--- src/rtl/sumador_completo_if.sv ---
// Operand/result bundle for the registered ripple-carry adder.
// The master side drives the operands; the slave (adder) returns the registered result.
interface sumador_completo_if #(
  parameter int unsigned WIDTH = 1
);
  logic [WIDTH-1:0] a;
  logic [WIDTH-1:0] b;
  logic             cin;
  logic             in_valid;
  logic [WIDTH-1:0] sum;
  logic             cout;
  logic             out_valid;

  modport master (
    output a,
    output b,
    output cin,
    output in_valid,
    input  sum,
    input  cout,
    input  out_valid
  );

  modport slave (
    input  a,
    input  b,
    input  cin,
    input  in_valid,
    output sum,
    output cout,
    output out_valid
  );
endinterface

--- src/rtl/sumador_completo.sv ---
// Registered ripple-carry adder: {cout,sum} = a + b + cin, one clock of latency.
// WIDTH=1 is a plain registered full adder.
module sumador_completo #(
  parameter int unsigned WIDTH = 1
) (
  input logic               clk,
  input logic               rst_n,
  sumador_completo_if.slave bus
);

  logic [WIDTH-1:0] sum_d, sum_q;
  logic             cout_d, cout_q;
  logic             out_valid_q;

  // Carry is kept in a loop variable rather than a vector so the ripple is
  // not seen as a combinational self-dependency.
  always_comb begin
    logic carry;
    carry = bus.cin;
    sum_d = '0;
    for (int i = 0; i < int'(WIDTH); i++) begin
      sum_d[i] = bus.a[i] ^ bus.b[i] ^ carry;
      carry    = (bus.a[i] & bus.b[i]) | (carry & (bus.a[i] ^ bus.b[i]));
    end
    cout_d = carry;
  end

  always_ff @(posedge clk or negedge rst_n) begin
    if (!rst_n) begin
      sum_q       <= '0;
      cout_q      <= 1'b0;
      out_valid_q <= 1'b0;
    end else begin
      if (bus.in_valid) begin
        sum_q  <= sum_d;
        cout_q <= cout_d;
      end
      out_valid_q <= bus.in_valid;
    end
  end

  assign bus.sum       = sum_q;
  assign bus.cout      = cout_q;
  assign bus.out_valid = out_valid_q;

endmodule

--- src/flat_wrapper.sv ---
// flat-port wrapper written by rule: the top's interface ports become plain ports
module sumador_completo_flat 
#(
  parameter int unsigned WIDTH = 1
)
  (clk, rst_n, bus_a, bus_b, bus_cin, bus_in_valid, bus_sum, bus_cout, bus_out_valid);
  sumador_completo_if #(.WIDTH(WIDTH)) bus_i ();
  input logic clk;
  input logic rst_n;
  input wire logic [$bits(bus_i.a)-1:0] bus_a;
  input wire logic [$bits(bus_i.b)-1:0] bus_b;
  input wire logic [$bits(bus_i.cin)-1:0] bus_cin;
  input wire logic [$bits(bus_i.in_valid)-1:0] bus_in_valid;
  output wire logic [$bits(bus_i.sum)-1:0] bus_sum;
  output wire logic [$bits(bus_i.cout)-1:0] bus_cout;
  output wire logic [$bits(bus_i.out_valid)-1:0] bus_out_valid;
  assign bus_i.a = bus_a;
  assign bus_i.b = bus_b;
  assign bus_i.cin = bus_cin;
  assign bus_i.in_valid = bus_in_valid;
  assign bus_sum = bus_i.sum;
  assign bus_cout = bus_i.cout;
  assign bus_out_valid = bus_i.out_valid;
  sumador_completo #(.WIDTH(WIDTH)) u_core (.clk(clk), .rst_n(rst_n), .bus(bus_i));
endmodule
--- config.mk ---
export PLATFORM = sky130hd
export DESIGN_NAME = sumador_completo_flat
export DESIGN_NICKNAME = d
export VERILOG_FILES = /design/src/rtl/sumador_completo_if.sv /design/src/rtl/sumador_completo.sv /design/src/flat_wrapper.sv
export SDC_FILE = /design/constraint.sdc
export NUM_CORES = 1
export LEC_CHECK = 0
export ABC_AREA = 1
export CORE_AREA = 2 2 39 41
export CTS_CLUSTER_SIZE = 14
export DETAILED_ROUTE_END_ITERATION = 6
export DIE_AREA = 0 0 41 43
export GPL_TIMING_DRIVEN = 0
export HOLD_SLACK_MARGIN = 0.02
export PLACE_DENSITY = 0.37
export REMOVE_ABC_BUFFERS = 1
export SETUP_SLACK_MARGIN = 0.2
export SYNTH_ARGS = -nofsm -noshare
export SYNTH_HDL_FRONTEND = slang
export SYNTH_SLANG_ARGS = --single-unit
--- constraint.sdc ---
create_clock -name clk -period 1.3 [get_ports clk]
set_input_delay 0.195 -clock clk [delete_from_list [all_inputs] [get_ports clk]]
set_output_delay 0.195 -clock clk [all_outputs]
set_load 0.1 [all_outputs]
==> flow_metrics.env <==
export IMPL_status="finished clean"
export IMPL_die_h_um=43
export IMPL_portBuffers=8
export IMPL_slew_viol_final=0
export IMPL_synthXorXnorAreaFrac_pct=0
export IMPL_cts_max_path_buffers=2
export IMPL_ys_seq_area_share_pct=61.9
export IMPL_yosys_warnings=0
export IMPL_wl_met2_um=101
export IMPL_initial_core_util_pct=8.77
export IMPL_drc_errors=0
export IMPL_wl_um=283
export IMPL_period_share_pct=81.9
export IMPL_wl_met1_um=103
export IMPL_hold_class="input pin to async pin"
export IMPL_cts_sinks=3
export IMPL_syn_to_final_growth_pct=102
export IMPL_cp_cell_sequence="clkdlybuf4s50_1, fa_1, nand2_1, nand2_1"
export IMPL_relSlewSlack_pct=81.5
export IMPL_finalWeightedCongestion=0.613
export IMPL_arrival_ns=1.19
export IMPL_finalSetupViolCount=0
export IMPL_wl_per_cell_um=7.26
export IMPL_setup_slack_ns=0.235
export IMPL_die_x_um=41
export IMPL_cts_hold_fix_buffers=0
export IMPL_final_common_cell="nand2_1"
export IMPL_root_buffer="clkbuf_4"
export IMPL_synthDistinctLibCells=4
export IMPL_antennaDiodeCount=0
export IMPL_endpoint_kind="flop"
export IMPL_critPathSlowestCell="clkdlybuf4s50_1"
export IMPL_fin_skew_ns=0
export IMPL_design_area_um2=245
export IMPL_worst_pin_slew_ns=0.280
export IMPL_grtUsageTotal_pct=3.93
export IMPL_drive_above_1_share_pct=26.1
export IMPL_grt_max_degree=5
export IMPL_syn_avg_cell_area_um2=11.0
export IMPL_drt_initial_drc_count=1
export IMPL_power_leakage_nw=0.134
export IMPL_fmax_mhz=939
export IMPL_crit_path_start_kind="input pin"
export IMPL_vias_per_cell=2.85
export IMPL_synthCells=11
export IMPL_dp_slack_ns=-0.362
export IMPL_met3WireLength_um=77
export IMPL_drt_pass1_iter_count=2
export IMPL_timing_critical_path_mode_cell="nand2_1"
export IMPL_rsz0062_at_grt="no"
export IMPL_cp_max_fo=1
export IMPL_tritoncts="yes"
export IMPL_worstSetupPathType="input pin to flop"
export IMPL_final_nets=31
export IMPL_synth_top_family_by_area="simple AND/OR/NAND/NOR gates"
export IMPL_synth_fa_ha_area_share_pct=16.5
export IMPL_hold_violations=0
export IMPL_period_needed_ns=1.06
export IMPL_dpl_hpwl_um=200
export IMPL_grt_antenna_before_repair=0
export IMPL_core_area_um2=1380
export IMPL_ys_ff_latch=3
export IMPL_cpPeakStageDelay_ns=0.47
export IMPL_cp_required_ns=1.42
export IMPL_critPathBufInv=1
export IMPL_grt_overflow_total=0
export IMPL_synth_compound_area_share_pct=0
export IMPL_final_cell_mix="6 x nand2_1, 3 x clkbuf_4, 3 x clkdlybuf4s50_1, 3 x buf_4, 3 x dfrtp_1"
export IMPL_synthMuxAreaShare_pct=0
export IMPL_ant_nets=0
export IMPL_ios=9
export IMPL_cts_max_level=1
export IMPL_cts_inserted_buffers=3
export IMPL_path_delay_family="buffers and inverters"
export IMPL_yosys_area_share_simple_pct=18.6
export IMPL_num_rows=14
export IMPL_place_area_um2=221
export IMPL_dr_max_layer_used="met3"
export IMPL_synth_cell_area_um2=121
export IMPL_dieArea_um2=1760
export IMPL_clk_latency_ns=0.23
export IMPL_grt_pass1_vias=113
export IMPL_drv_cap=0
export IMPL_final_util_pct=17.7
export IMPL_vias=111
export IMPL_grt_first_pass_wirelength_um=358
export IMPL_ir_drop_mv=0.249
export IMPL_clk_pin_slew_ns=0.04
export IMPL_power_density_nw_per_um2=1600
## per-stage QoR
step	total power, mW	instances	setup TNS [ns]	hold WS (ns)
2_1_floorplan	0.192	11	0	-0.101
3_3_place_gp	0.232	35	-1.06	0.383
3_5_place_dp	0.234	35	-1.09	0.393
4_1_cts	0.404	39	0	0.142
5_1_grt	0.409	39	0	0.163
6_report	0.393	39	0	0.155
## final timing paths
check                                            start                           to  slack [ns]  cells after the start
max reg2reg                u_core.bus.cout$_DFFE_PN0P_  u_core.bus.cout$_DFFE_PN0P_        0.72                      2
min                                              rst_n   u_core.bus.sum$_DFFE_PN0P_        0.16                      1
min in group clk                                 bus_a   u_core.bus.sum$_DFFE_PN0P_        0.36                      4
max in group asynchronous                        rst_n  u_core.bus.cout$_DFFE_PN0P_        0.99                      1
min reg2reg                 u_core.bus.sum$_DFFE_PN0P_   u_core.bus.sum$_DFFE_PN0P_        0.47                      2
max                                              bus_b   u_core.bus.sum$_DFFE_PN0P_        0.24                      4
## cell families after synthesis
family,count (synthesis)
flops,3
simple gates,6
fa+ha+maj,1
buf+inv,1
## cell type report
| cell class | count | area, um2 |
|---|---|---|
| fillers | 152 | 1140 |
| multi-input cells | 7 | 42.5 |
| well taps | 16 | 20.0 |
| repair buffers | 8 | 77.6 |
| flip-flops and latches | 3 | 75.1 |
| clock buffers | 4 | 26.3 |
| inverters | 1 | 3.75 |
## layer usage
metal	track usage (%)	vias up
met1	2.28	47
met5	0	-
li1	-	55
met2	3.75	9
met4	8.00	0
met3	4.19	0
## sequential cells by signal, indices dropped and copies added (netlist names)
| name | flops |
|---|---|
| u_core.bus.cout | 1 |
| u_core.bus.out_valid | 1 |
| u_core.bus.sum | 1 |
## synth_stat cells
| master | count | share of area, % |
|---|---|---|
| nand2_1 | 6 | 19 |
| dfrtp_1 | 3 | 62 |
| fa_1 | 1 | 16 |
| inv_1 | 1 | 3.1 |
## worst register-to-register path, stage by stage (launching register included)
cell and delay (ns):
dfrtp_1 0.37, nand2_1 0.06, nand2_1 0.04
## power breakdown
part	internal [mW]	switching (mW)
Clock	0.115	0.0498
Sequential	0.104	0.00453
Combinational	0.0306	0.0894
## what timing repair did
| action | CTS | global route |
|---|---|---|
| buffers inserted | 0 | 0 |
| pin swaps | 0 | 1 |
| gates resized for setup | 18 | 2 |
| setup endpoints to repair | 3 | 1 |
(Power assumes the default switching activity.)
==> RTL edit, RTL diff (same flow settings) <==
Make the reset (`rst_n`) synchronous in one clocked block.
--- a/src/rtl/sumador_completo.sv
+++ b/src/rtl/sumador_completo.sv
@@ -26,5 +26,5 @@
   end
 
-  always_ff @(posedge clk or negedge rst_n) begin
+  always_ff @(posedge clk) begin
     if (!rst_n) begin
       sum_q       <= '0;
Function: differs if rst_n is asserted again (counterexample within 4 cycles, from zero or initial values and one cycle with rst_n low); with rst_n held inactive, the same outputs for 10 cycles.
==> RTL edit against the original RTL <==
Worst hold slack improved by 0.33 ns. Total power decreased by 8.5%. Die area unchanged. Wire length increased by 12%. Worst setup slack improved by 0.024 ns. Synthesized area increased by 3.1%. Final area decreased by 2.0%. Combinational power decreased by 23%. Sequential cell count unchanged. Critical path type is now flop to output port. Largest power group unchanged.
==> RTL edit: results (changes against the original RTL) <==
status finished, final reports clean (unchanged); share of cells above drive strength 1 21.4% (was 26.1%); Top Family by Delay on Critical Path flip-flops (was buffers and inverters); crit path to bus_sum (was u_core.bus.sum); largest net degree at the start of global routing 6 (was 5); routability cong. 0.615 (was 0.613); Worst R2R End u_core.bus.sum (was u_core.bus.cout); gr usage total 4.82% (was 3.93%); Reg2Reg Setup Slack 0.74 ns (was 0.72 ns); final net count 36 (was 31); worst r2r src u_core.bus.sum (was u_core.bus.cout); GR met1 Demand/Resource 4.19% (was 2.28%); slowest library cell on the worst path dfxtp_1 (was clkdlybuf4s50_1); via count 137 (was 111); top cells by count, synth 5 x nand2_1, 4 x nor2_1, 3 x dfxtp_1, 3 x inv_1, 1 x fa_1 (was 6 x nand2_1, 3 x dfrtp_1, 1 x fa_1, 1 x inv_1); first-pass GRT wire length 441 um (was 358 um); Leak Pwr 0.126 nW (was 0.134 nW); Cell Area, Placed 225 sq um (was 221 sq um); slowest cell delay on critical path 0.32 ns (was 0.47 ns); Synth area leaders dfxtp_1 48%, fa_1 16%, nand2_1 15% (was dfrtp_1 62%, nand2_1 19%, fa_1 16%); asr flop ratio synth 0% (was 100%); met3 Use GR 9.95% (was 4.19%); Slew @ Worst Pin 0.281 ns (was 0.280 ns); Critical Path Source Type flop (was input port); Synth cell types 5 (was 4); DRT Pass-1 Iters 4 (was 2); initial DRC count 6 (was 1)
-- RTL edit: cell count changes after synthesis --
| cell | unedited run | this run |
|---|---|---|
| nor2_1 | 0 | 4 |
| nand2_1 | 6 | 5 |
| dfxtp_1 | 0 | 3 |
| dfrtp_1 | 3 | 0 |
| inv_1 | 1 | 3 |
-- RTL edit: cell type report --
type | count | area (sq um)
inverter | 3 | 11.3
timing repair buffer | 8 | 68.8
multi-input combinational | 10 | 53.8
fill | 153 | 1140
tap | 16 | 20.0
clock buffer | 4 | 26.3
sequential | 3 | 60.1
-- RTL edit: logic make-up after synthesis --
kind of cell / share of synthesized area [%]
buf+inv: 9.00
fa+ha+maj: 16.0
flops: 48.0
simple gates: 27.0
-- RTL edit: where the power goes --
| part | switching (mW) | internal, mW | leakage, nW | total [mW] |
|---|---|---|---|---|
| Sequential | 0.00283 | 0.0994 | 0.0250 | 0.102 |
| Combinational | 0.0664 | 0.0257 | 0.0859 | 0.0921 |
| Clock | 0.0502 | 0.115 | 0.0150 | 0.165 |
-- RTL edit: worst min path at each step --
| stage | start | slack [ns] | to | depth (start not counted) |
|---|---|---|---|---|
| after CTS | u_core.bus.cout | 0.49 | u_core.bus.cout | 2 |
| after global placement | u_core.bus.cout | 0.47 | u_core.bus.cout | 2 |
| after floorplan | bus_in_valid | 0.29 | u_core.bus.out_valid | 2 |
| after detailed placement | u_core.bus.sum | 0.47 | u_core.bus.sum | 2 |
| after global routing | u_core.bus.cout | 0.52 | u_core.bus.cout | 2 |
| final | u_core.bus.cout | 0.48 | u_core.bus.cout | 2 |
-- RTL edit: metrics by stage --
step	setup WS, ns	setup TNS, ns	total power [mW]	std cells
after floorplan	0.0932	0	0.166	16
after global placement	-0.338	-1.13	0.199	40
after detailed placement	-0.339	-1.18	0.201	40
after CTS	0.243	0	0.372	44
after global routing	0.222	0	0.386	44
final	0.260	0	0.360	44
-- RTL edit: repair_timing --
action	in CTS	in global routing
buffers inserted	0	0
endpoints found under the hold margin	0	0
endpoints found under the setup margin	5	0
resized for setup	21	0
-- RTL edit: layer usage --
layer  share of wire, %  wire, um
met5                  0         0
met4                  0         0
met3                 22        71
met2                 33       105
met1                 44       138
-- RTL edit: worst register-to-register path, stage by stage, from the launching register on --
cell and delay [ns]:
dfxtp_1 0.30, nor2_1 0.10, nor2_1 0.05
